--- config.mk ---
export PLATFORM = sky130hd
export DESIGN_NAME = bus_transfer_ctrl
export DESIGN_NICKNAME = d
export VERILOG_FILES = /design/src/rtl/bus_ctrl_pkg.sv /design/src/rtl/bus_resolver.sv /design/src/rtl/bus_transfer_ctrl.sv
export SDC_FILE = /design/constraint.sdc
export NUM_CORES = 1
export LEC_CHECK = 0
export CAP_MARGIN = 15
export CORE_MARGIN = 2
export CORE_UTILIZATION = 25
export CTS_CLUSTER_DIAMETER = 200
export DETAILED_ROUTE_END_ITERATION = 7
export HOLD_SLACK_MARGIN = 0.05
export PLACE_DENSITY_LB_ADDON = 0.08
export SYNTH_ARGS = -nofsm -noshare
export SYNTH_HDL_FRONTEND = slang
export SYNTH_SLANG_ARGS = --single-unit
export TNS_END_PERCENT = 5
--- constraint.sdc ---
create_clock -name clk -period 4.6 [get_ports clk]
set_input_delay 1.38 -clock clk [delete_from_list [all_inputs] [get_ports clk]]
set_output_delay 1.38 -clock clk [all_outputs]
set_load 0.05 [all_outputs]
--- src/rtl/bus_ctrl_pkg.sv ---
// Shared types and helpers for the bus transfer sequencer.
package bus_ctrl_pkg;

  typedef enum logic [1:0] {
    IDLE  = 2'd0,
    DRIVE = 2'd1,
    LOAD  = 2'd2
  } bus_state_e;

  function automatic logic idx_in_range(input int unsigned idx, input int unsigned num_regs);
    return idx < num_regs;
  endfunction

endpackage

--- src/rtl/bus_resolver.sv ---
// Combinational wired-AND resolver for the shared bus with a pull-up default.
module bus_resolver #(
  parameter int unsigned       WIDTH      = 8,
  parameter int unsigned       NUM_REGS   = 8,
  parameter logic [WIDTH-1:0]  PULL_VALUE = {WIDTH{1'b1}}
) (
  input  logic [NUM_REGS*WIDTH-1:0] src_bus_out,
  input  logic [NUM_REGS-1:0]       src_bus_en,
  input  logic [WIDTH-1:0]          imm,
  input  logic                      imm_drive,
  output logic [WIDTH-1:0]          bus_value,
  output logic                      multi_drive
);

  logic [WIDTH-1:0] wired;
  logic             seen;
  logic             multi;

  always_comb begin
    wired = '1;
    seen  = 1'b0;
    multi = 1'b0;
    if (imm_drive) begin
      wired = imm;
      seen  = 1'b1;
    end
    for (int unsigned i = 0; i < NUM_REGS; i++) begin
      if (src_bus_en[i]) begin
        wired = wired & src_bus_out[i*WIDTH +: WIDTH];
        multi = multi | seen;
        seen  = 1'b1;
      end
    end
    bus_value   = seen ? wired : PULL_VALUE;
    multi_drive = multi;
  end

endmodule

--- src/rtl/bus_transfer_ctrl.sv ---
// Three-phase register-to-register transfer sequencer (drive, settle, load) with bus resolution.
module bus_transfer_ctrl
  import bus_ctrl_pkg::*;
#(
  parameter int unsigned       WIDTH      = 8,
  parameter int unsigned       NUM_REGS   = 8,
  parameter int unsigned       IDX_W      = $clog2(NUM_REGS),
  parameter logic [WIDTH-1:0]  PULL_VALUE = {WIDTH{1'b1}}
) (
  input  logic                      clk,
  input  logic                      rst_n,
  input  logic                      req_valid,
  output logic                      req_ready,
  input  logic [IDX_W-1:0]          req_src,
  input  logic [IDX_W-1:0]          req_dst,
  input  logic                      req_imm_en,
  input  logic [WIDTH-1:0]          req_imm,
  input  logic [NUM_REGS*WIDTH-1:0] src_bus_out,
  input  logic [NUM_REGS-1:0]       src_bus_en,
  output logic [NUM_REGS-1:0]       assert_n,
  output logic [NUM_REGS-1:0]       load_n,
  output logic [WIDTH-1:0]          bus_value,
  output logic                      done,
  output logic [WIDTH-1:0]          done_data,
  output logic                      done_err,
  output logic                      contention,
  input  logic                      contention_clr
);

  bus_state_e state_q, state_d;

  logic [IDX_W-1:0]    src_q, src_d;
  logic [IDX_W-1:0]    dst_q, dst_d;
  logic                imm_en_q, imm_en_d;
  logic [WIDTH-1:0]    imm_q, imm_d;
  logic [NUM_REGS-1:0] assert_n_q, assert_n_d;
  logic [NUM_REGS-1:0] load_n_q, load_n_d;
  logic                done_q, done_d;
  logic                done_err_q, done_err_d;
  logic [WIDTH-1:0]    done_data_q, done_data_d;
  logic                contention_q, contention_d;
  logic                imm_drive;
  logic                multi_drive;

  // Active-low strobe for one register; an out-of-range index yields no low bit.
  function automatic logic [NUM_REGS-1:0] strobe_for(input logic [IDX_W-1:0] idx);
    logic [NUM_REGS-1:0] s;
    s = '1;
    for (int unsigned i = 0; i < NUM_REGS; i++) begin
      if (32'(idx) == i) s[i] = 1'b0;
    end
    return s;
  endfunction

  assign imm_drive = imm_en_q && (state_q == DRIVE || state_q == LOAD);

  bus_resolver #(
    .WIDTH      (WIDTH),
    .NUM_REGS   (NUM_REGS),
    .PULL_VALUE (PULL_VALUE)
  ) u_resolver (
    .src_bus_out (src_bus_out),
    .src_bus_en  (src_bus_en),
    .imm         (imm_q),
    .imm_drive   (imm_drive),
    .bus_value   (bus_value),
    .multi_drive (multi_drive)
  );

  always_comb begin
    state_d     = state_q;
    src_d       = src_q;
    dst_d       = dst_q;
    imm_en_d    = imm_en_q;
    imm_d       = imm_q;
    assert_n_d  = assert_n_q;
    load_n_d    = load_n_q;
    done_d      = 1'b0;
    done_err_d  = 1'b0;
    done_data_d = done_data_q;
    unique case (state_q)
      IDLE: begin
        if (req_valid) begin
          src_d    = req_src;
          dst_d    = req_dst;
          imm_en_d = req_imm_en;
          imm_d    = req_imm;
          if (!req_imm_en) assert_n_d = strobe_for(req_src);
          state_d  = DRIVE;
        end
      end
      DRIVE: begin
        load_n_d = strobe_for(dst_q);
        state_d  = LOAD;
      end
      LOAD: begin
        assert_n_d  = '1;
        load_n_d    = '1;
        done_d      = 1'b1;
        done_data_d = bus_value;
        done_err_d  = !idx_in_range(32'(dst_q), NUM_REGS) ||
                      (!imm_en_q && !idx_in_range(32'(src_q), NUM_REGS));
        state_d     = IDLE;
      end
      default: begin
        assert_n_d = '1;
        load_n_d   = '1;
        state_d    = IDLE;
      end
    endcase
  end

  // A new multi-driver observation wins over a simultaneous clear.
  assign contention_d = multi_drive | (contention_q & ~contention_clr);

  always_ff @(posedge clk or negedge rst_n) begin
    if (!rst_n) begin
      state_q      <= IDLE;
      src_q        <= '0;
      dst_q        <= '0;
      imm_en_q     <= 1'b0;
      imm_q        <= '0;
      assert_n_q   <= '1;
      load_n_q     <= '1;
      done_q       <= 1'b0;
      done_err_q   <= 1'b0;
      done_data_q  <= '0;
      contention_q <= 1'b0;
    end else begin
      state_q      <= state_d;
      src_q        <= src_d;
      dst_q        <= dst_d;
      imm_en_q     <= imm_en_d;
      imm_q        <= imm_d;
      assert_n_q   <= assert_n_d;
      load_n_q     <= load_n_d;
      done_q       <= done_d;
      done_err_q   <= done_err_d;
      done_data_q  <= done_data_d;
      contention_q <= contention_d;
    end
  end

  assign req_ready  = (state_q == IDLE);
  assign assert_n   = assert_n_q;
  assign load_n     = load_n_q;
  assign done       = done_q;
  assign done_err   = done_err_q;
  assign done_data  = done_data_q;
  assign contention = contention_q;

endmodule

==> Yosys cells after proc, flatten, opt, wreduce, memory -nomap -nowiden <==
Index checks and enable logic that the tools add are counted.
Widths: inputs -> output; s select.
{ "totals": {"register_bits": 40, "elab_cells": 103, "in_bits": 91} }
{ "op_classes": {"n_eq_ne": 18, "muxes": 50, "n_reduce_logical": 7, "n_bitwise": 19} }
{ "ops": {"columns": ["op", "count"], "rows": [
  ["$mux 8", 12],
  ["$and 8x8->8", 8],
  ["$mux 1", 34],
  ["$pmux 8 s2", 2],
  ["$eq 3x3->1 const B", 8],
  ["$eq 3x2->1 const B", 4],
  ["$or 1x1->1", 8],
  ["$eq 3x1->1 const B", 2],
  ["$logic_not 3->1", 2],
  ["$ne 2x2->1 const B", 2],
  ["$pmux 2 s2", 1],
  ["$reduce_and 3->1", 1],
  ["$eq 2x1->1 const B", 1],
  ["$eq 2x2->1 const B", 1],
  ["$logic_not 2->1", 1],
  ["$mux 2", 1],
  ["$not 1->1", 2],
  ["$reduce_and 2->1", 1],
  ["$and 1x1->1", 1],
  ["$logic_and 1x1->1", 1],
  ["$logic_or 1x1->1", 1]
]} }

==> Longest topological paths before layout <==
Gate-level depths: netlist of run 1.
{ "logic_depth": {"depth_word": 21, "ltp_mapped": 6, "ltp_nobuf": 6} }

==> Cells and area by module <==
A second synthesis of run 1 with hierarchy kept.
{ "hier_totals": {"hier_cells": 202, "area_unflattened_um2": 2175.8} }
{ "by_module_without_submodules": {"columns": ["module", "seq_area_each_um2", "cells_per_inst", "n_inst", "area_each_um2"], "rows": [
  ["bus_transfer_ctrl", 1021.0, 133, 1, 1745.4],
  ["bus_resolver", 0.0, 69, 1, 430.4]
]} }

==> Least setup slack after synthesis of run 1 <==
Ideal clock, no wire load.
{ "synth_timing": {"path_type": "input -> output", "start": "in src_bus_en[2]", "end": "out bus_value[0]", "required_time_ns": 3.220, "arrival_time_ns": 2.577, "cell_stages": 3, "path_slack_ns": 0.643, "cell_sequence": "inv_2 > o22ai_1 > nor4_2"} }
{ "synth_between": {"elab_chain_len": 12, "elab_cells_between_ends": 18, "cone_classes": "mux (13); bitwise (5)"} }
{ "synth_lines": {"columns": ["item", "line", "rtl"], "rows": [
  ["start, declared", "bus_transfer_ctrl.sv:19", "input logic [NUM_REGS-1:0] src_bus_en,"],
  ["$mux 8", "bus_resolver.sv:28", "if (src_bus_en[i]) begin"],
  ["$and 8x8->8", "bus_resolver.sv:29", "wired = wired & src_bus_out[i*WIDTH +: WIDTH];"],
  ["$mux 8", "bus_resolver.sv:28", null],
  ["$and 8x8->8", "bus_resolver.sv:29", null],
  ["$mux 8", "bus_resolver.sv:28", null],
  ["$and 8x8->8", "bus_resolver.sv:29", null],
  ["$mux 8", "bus_resolver.sv:28", null],
  ["$and 8x8->8", "bus_resolver.sv:29", null],
  ["$mux 8", "bus_resolver.sv:28", null],
  ["$and 8x8->8", "bus_resolver.sv:29", null],
  ["$mux 8", "bus_resolver.sv:28", null],
  ["$mux 8 (*)", "bus_resolver.sv:34", "bus_value = seen ? wired : PULL_VALUE;"],
  ["end, declared", "bus_transfer_ctrl.sv:22", "output logic [WIDTH-1:0] bus_value,"]
]} }
Mark *: on every way between the ends. The rest lies on a longest branch, timed or not.

==> Worst setup path in the final report of run 1 <==
{ "layout_timing": {"start": "in src_bus_en[3]", "end": "out bus_value[1]"} }
{ "layout_between": {"elab_chain_len": 10, "elab_cells_between_ends": 15, "cone_classes": "mux (11); bitwise (4)"} }
{ "layout_lines": {"columns": ["item", "line"], "rows": [
  ["$mux 8", "bus_resolver.sv:28"],
  ["$and 8x8->8", "bus_resolver.sv:29"],
  ["$mux 8", "bus_resolver.sv:28"],
  ["$and 8x8->8", "bus_resolver.sv:29"],
  ["$mux 8", "bus_resolver.sv:28"],
  ["$and 8x8->8", "bus_resolver.sv:29"],
  ["$mux 8", "bus_resolver.sv:28"],
  ["$and 8x8->8", "bus_resolver.sv:29"],
  ["$mux 8", "bus_resolver.sv:28"],
  ["$mux 8 (*)", "bus_resolver.sv:34"]
]} }
Marked as above.

==> metrics, run 1 <==
Hold Slack=~0.47 ns; Max Fclk=about 230 MHz; first-pass iteration count of the detailed router=4; gr usage total=between 10% and 20%; Final nets=448; initial antenna violation count=0; dpl ws=roughly 0.28 ns; Hold Vio Cnt, Final=0; Layout area overhead=67.1%; crit-path max FO=9; Yosys reg bits=40; Final Cycle Share=93.4%; max-slew violation count=0; sequential area share after synthesis=between 40% and 50%; # rows=34; Clock transition at path regs=0.08 ns; worst reg2reg startpoint=state_q[0]; CTS HTree Levels=2; Initial Util=around a quarter; static leakage=approximately 1.5 nW; total CTS buffers=5; Synth Area per Inst=just over 10 um2; CTS tree=yes; Worst Tran Pin Value=0.964 ns; vias in the first global route=2,191; CTS resizes=0; Core Util, Final=43.3%; Residual DRC=0; Clk Latency, worst-skew pair=0.29 ns; Congestion Overflow GR=0; top post-synthesis cells by count=28 x nand2b_1, 25 x nor2_1, 24 x dfrtp_1; clock power share=around 14%; global-route wire length before repair=approximately 12,000 um; wirelength, routed=about 7700 um; PortBufs=around 130; YS warnings=0; post-route ant nets=0; post-synth top area share=26.3%; final setup vio count=0; PwrDens=roughly 470 nW/um2; Clock Tree Root=clkbuf_8; critical path class=primary input to primary output; NetSw=between 0.0007 and 0.0008 W; Post-Syn Area=~2300 um2; worst hold path cell count=2; status=finished, final reports clean; WL/cell=about 17 um; Worst Hold Launch=load_n[0]; CP arrival=between 2 and 3 ns; Critical Path RT=about 3.2 ns; largest net degree at the start of global routing=a little over 40; Sw Share=44.0%; Post-CTS Hold Fix Bufs=0; Core ar.=just under 9000 um2; Comb power frac=54.2%; Pint=0.00101 W; cell taking the most area after synthesis=dfrtp_1; layout cells sized above 1=18.6%; Hold Path Class=flop to flop; Ports=between 100 and 150; Final Skew=0.00537 ns; Post-synth EDFFs=0; routed via count=around 2,200; drt first-iter violations=between 50 and 60; Async SR Flop Fraction=100%; DP Wirelength=around 5800 um; RSZ-0062 raised after global routing=no; ant diodes=0; top-count cell post-synth=nand2b_1; critical path startpoint category=primary input; deepest clock path buffer count=2; Gate Count Post-Synth=between 200 and 250; syn_nets=between 300 and 400; final period demand of the worst path=around 4.3 ns; Reg-to-Reg End=imm_q[4]; Post-synth top flop=dfrtp_1; r2r setup slk=about 2.7 ns; MaxCap Viol Count=0; Die Width=about 100 um; Final GP Congestion=approximately 0.77; Setup TNS Final=0 ns; Post-CTS Setup Bufs=0; R2R cell count=5; top area cells in the synthesized netlist=dfrtp_1 26%, dfstp_2 18%, nand2b_1 7.7%; Die Ht=approximately 100 um; Slew HR=between 30% and 40%; crit end category=primary output; Peak VDD IR=~250 uV; Die ar.=slightly below 10,000 um2; vias per cell=4.73; clock sink count=40; Hold Crit Endpoint=load_n[0]; unique cell type count in the Yosys netlist=36; sequential share of power=roughly 32%; setup ws final=~0.3 ns
-- worst max path at each step --
stage,cells past startpoint,startpoint,slack (ns),to
detailed placement,5,src_bus_en[3],0.28,bus_value[1]
global route,5,src_bus_en[3],0.16,bus_value[1]
finish,5,src_bus_en[3],0.30,bus_value[1]
CTS,5,src_bus_en[3],0.28,bus_value[1]
global placement,5,src_bus_en[3],0.26,bus_value[1]
floorplan,3,src_bus_en[2],0.64,bus_value[0]
-- stage by stage --
stage          power, W  instances  instance area, um2
2_1_floorplan   0.00123        226                2280
3_3_place_gp    0.00157        455                3720
3_5_place_dp    0.00158        455                3720
4_1_cts         0.00184        463                3810
5_1_grt         0.00192        463                3810
6_report        0.00181        463                3810
-- layer usage --
| metal | global-route usage [%] | share of wire [%] |
|---|---|---|
| met1 | 21.9 | 48 |
| met2 | 23.4 | 43 |
| met3 | 3.58 | 8.6 |
| met4 | 3.16 | 0.88 |
| met5 | 0 | 0 |
-- power groups by stage --
stage               Clock [W]  Sequential, W  Combinational [W]
floorplan                   0       0.000821           0.000408
global placement            0       0.000584           0.000983
detailed placement          0       0.000587           0.000990
CTS                  0.000261       0.000582           0.000995
global route         0.000275       0.000604            0.00104
finish               0.000248       0.000579           0.000980
-- flip-flops by register name, summed over array words and instances, names as in the netlist --
signal	count
assert_n	8
contention	1
done	1
done_data	8
dst_q	3
imm_en_q	1
imm_q	8
load_n	8
state_q	2
-- critical path, cell delays in order --
cell             delay, ns
clkdlybuf4s50_1       0.62
or2b_1                0.25
o2111ai_1             0.13
nor4_2                0.34
buf_12                0.20
-- cell families (layout without fill, tap and decap cells) --
logic type / Yosys count / count (layout) / synth area share [%]
compound gates: 50 / 50 / 15.4
fa+ha+maj: 3 / 3 / 1.64
flops: 40 / 40 / 44.7
simple gates: 87 / 87 / 22.1
buf+inv: 25 / 154 / 4.93
mux: 20 / 20 / 11.0
other cells: 1 / 1 / 0.164
-- final cells by class --
type	instances	area, um2
fillers	865	4990
repair buffers	128	1350
multi-input cells	161	1150
flip-flops and latches	40	1020
well taps	108	135
clock buffers	6	82.6
inverters	18	67.6
clock inverters	2	10.0
-- cell usage in the layout (no fill, tap or decap), types with 2 or more instances in the layout --
cell             instances
ha_1                     3
o21ai_1                  2
inv_1                   12
nor2_1                  25
nor3_1                  11
nor4_2                   8
dfrtp_1                 24
clkbuf_8                 6
a21oi_1                 14
mux2_1                  12
clkinv_2                 2
buf_12                   8
nor4_1                   2
inv_2                    6
o31ai_1                  2
nand2b_1                28
o22ai_1                 16
dfstp_2                 16
or2b_1                   3
o2111ai_1                7
mux2_4                   7
nand2_1                  6
a21oi_2                  3
buf_4                    3
clkdlybuf4s50_1        116
Note: power is estimated with default switching activity, not from simulation.
==> inputs of run 2 (changes only) <==
clock period = 4.34 ns   (was 4.6 ns; I/O delays follow)
==> metrics, run 2 (synthesis gave the netlist of run 1 again) <==
Placed Area=3720 um2 (unchanged); final period demand of the worst path=approximately 4.1 ns; most frequent cells in the layout=116 x clkdlybuf4s50_1, 28 x nand2b_1, 25 x nor2_1; Peak VDD IR=271 uV (+8.6%); Slew HR=37.1% (+1.4 points); ant diodes=0 (unchanged); Hold Path Class=flop to flop; Final nets=448 (unchanged); PwrDens=501 nW/um2 (+5.7%); most common cell after layout, fill and taps aside=clkdlybuf4s50_1; Hold Crit Endpoint=load_n[0]; drt first-iter violations=46 (-15%); vias per cell=4.65 (-1.6%); clock sink count=40 (unchanged); start point of the critical path=src_bus_en[1]; deepest clock path buffer count=2 (unchanged); Initial Util=25.9% (unchanged); Clk Latency, worst-skew pair=0.29 ns (about the same); Die Width=99.6 um (unchanged); critical path class=primary input to primary output; CTS tree=yes; vias in the first global route=2,222 (+1.4%); final setup vio count=0 (unchanged); Ports=127 (unchanged); status=finished, final reports clean; crit-path max FO=9 (unchanged); crit end category=primary output; critical path startpoint category=primary input; CTS resizes=0 (unchanged); gr usage total=15.1% (-0.16 points); worst reg2reg startpoint=state_q[0]; Die ar.=9910 um2 (unchanged); static leakage=1.53 nW (-0.36%); Congestion Overflow GR=0 (unchanged); r2r setup slk=2.47 ns (-0.26 ns); Layout fillers=890 (+2.9%); DP Wirelength=5770 um (about the same); Reg area=1020 um2 (unchanged); Die Ht=99.6 um (unchanged); Post-CTS Setup Bufs=0 (unchanged); Reg-to-Reg End=imm_q[4]; Layout area overhead=67.0% (about the same); Worst Hold Launch=load_n[0]; worst hold path cell count=2 (unchanged); initial antenna violation count=0 (unchanged); CP arrival=2.83 ns (-0.09 ns); Hold Vio Cnt, Final=0 (unchanged); Cell Chain, Critical Path=clkdlybuf4s50_1 > inv_2 > o22ai_1 > nor4_2 > buf_12; Final GP Congestion=0.777 (+0.53%); Max Fclk=242 MHz; layout cells sized above 1=18.0% (-0.56 points); post-route ant nets=0 (unchanged); Clock transition at path regs=0.07 ns (about the same); first-pass iteration count of the detailed router=4 (unchanged); Final Cycle Share=between 90 and 100%; R2R cell count=5 (unchanged); Multi-input gate area=1150 um2 (unchanged); routed via count=2,154 (-1.6%); CP max-delay cell=clkdlybuf4s50_1; CTS HTree Levels=2 (unchanged); MaxCap Viol Count=0 (unchanged); Core ar.=8810 um2 (unchanged); wirelength, routed=7590 um (-1.7%); Final Skew=0.00671 ns (+0.00134 ns); PortBufs=125 (unchanged); largest net degree at the start of global routing=41 (unchanged); Crit path largest cell delay=0.65 ns (+0.03 ns); max-slew violation count=0 (unchanged); # rows=34 (unchanged); Clock Tree Root=clkbuf_8; total CTS buffers=5 (unchanged); Worst Tran Pin Value=0.944 ns (-0.0206 ns); Post-CTS Hold Fix Bufs=0 (unchanged); RSZ-0062 raised after global routing=no; global-route wire length before repair=11,600 um (-0.53%); Setup TNS Final=0 ns (unchanged); WL/cell=16.4 um (-1.7%); fin area=3810 um2 (about the same); Critical Path RT=3.04 ns (-0.18 ns); Residual DRC=0 (unchanged)
==> run 2: cell count changes in the layout (fill, tap and decap cells not counted), sizes merged <==
cell	previous run	this run
clkbuf	6	8
clkinv	2	0
==> run 2: stage by stage <==
stage	utilization, %	power, W	hold WS, ns	setup WS, ns	instances
after CTS	43.3	0.00194	0.468	0.169	463
after detailed placement	42.3	0.00167	0.456	0.172	455
after global placement	42.3	0.00166	0.452	0.164	455
final	43.3	0.00191	0.463	0.207	463
after floorplan	-	0.00130	0.465	0.539	226
after global routing	43.3	0.00203	0.489	0.0274	463
==> run 2: cell type report <==
cell class,count,share of cell area [%]
Timing Repair Buffer,128,35.4
Multi-Input combinational cell,161,30.2
Sequential cell,40,26.8
Tap cell,108,3.54
Clock buffer,8,2.36
Inverter,18,1.77
==> run 2: per-layer routing <==
metal	up-vias	global-route usage [%]	share of wire [%]
met4	0	3.48	0.61
met2	97	23.9	44
met3	5	3.23	7.0
met5	-	0	0
met1	992	21.1	48
li1	1060	-	-
==> run 2: worst max-delay path by stage <==
stage	end	slack [ns]	cells after the start
CTS	bus_value[4]	0.17	5
global route	bus_value[1]	0.03	5
floorplan	bus_value[0]	0.54	3
detailed placement	bus_value[4]	0.17	5
finish	bus_value[4]	0.21	5
global placement	bus_value[1]	0.16	5
==> run 2: worst max-delay path, delay by kind of cell <==
| kind | cells | cell delay (ns) |
|---|---|---|
| compound gates | 1 | 0.11 |
| simple gates | 1 | 0.40 |
| buf+inv | 3 | 1.01 |
==> run 2: power by group <==
part           switching, W  internal [W]
Combinational      0.000622      0.000411
Sequential        0.0000832      0.000534
Clock              0.000130      0.000130
Total              0.000835       0.00107
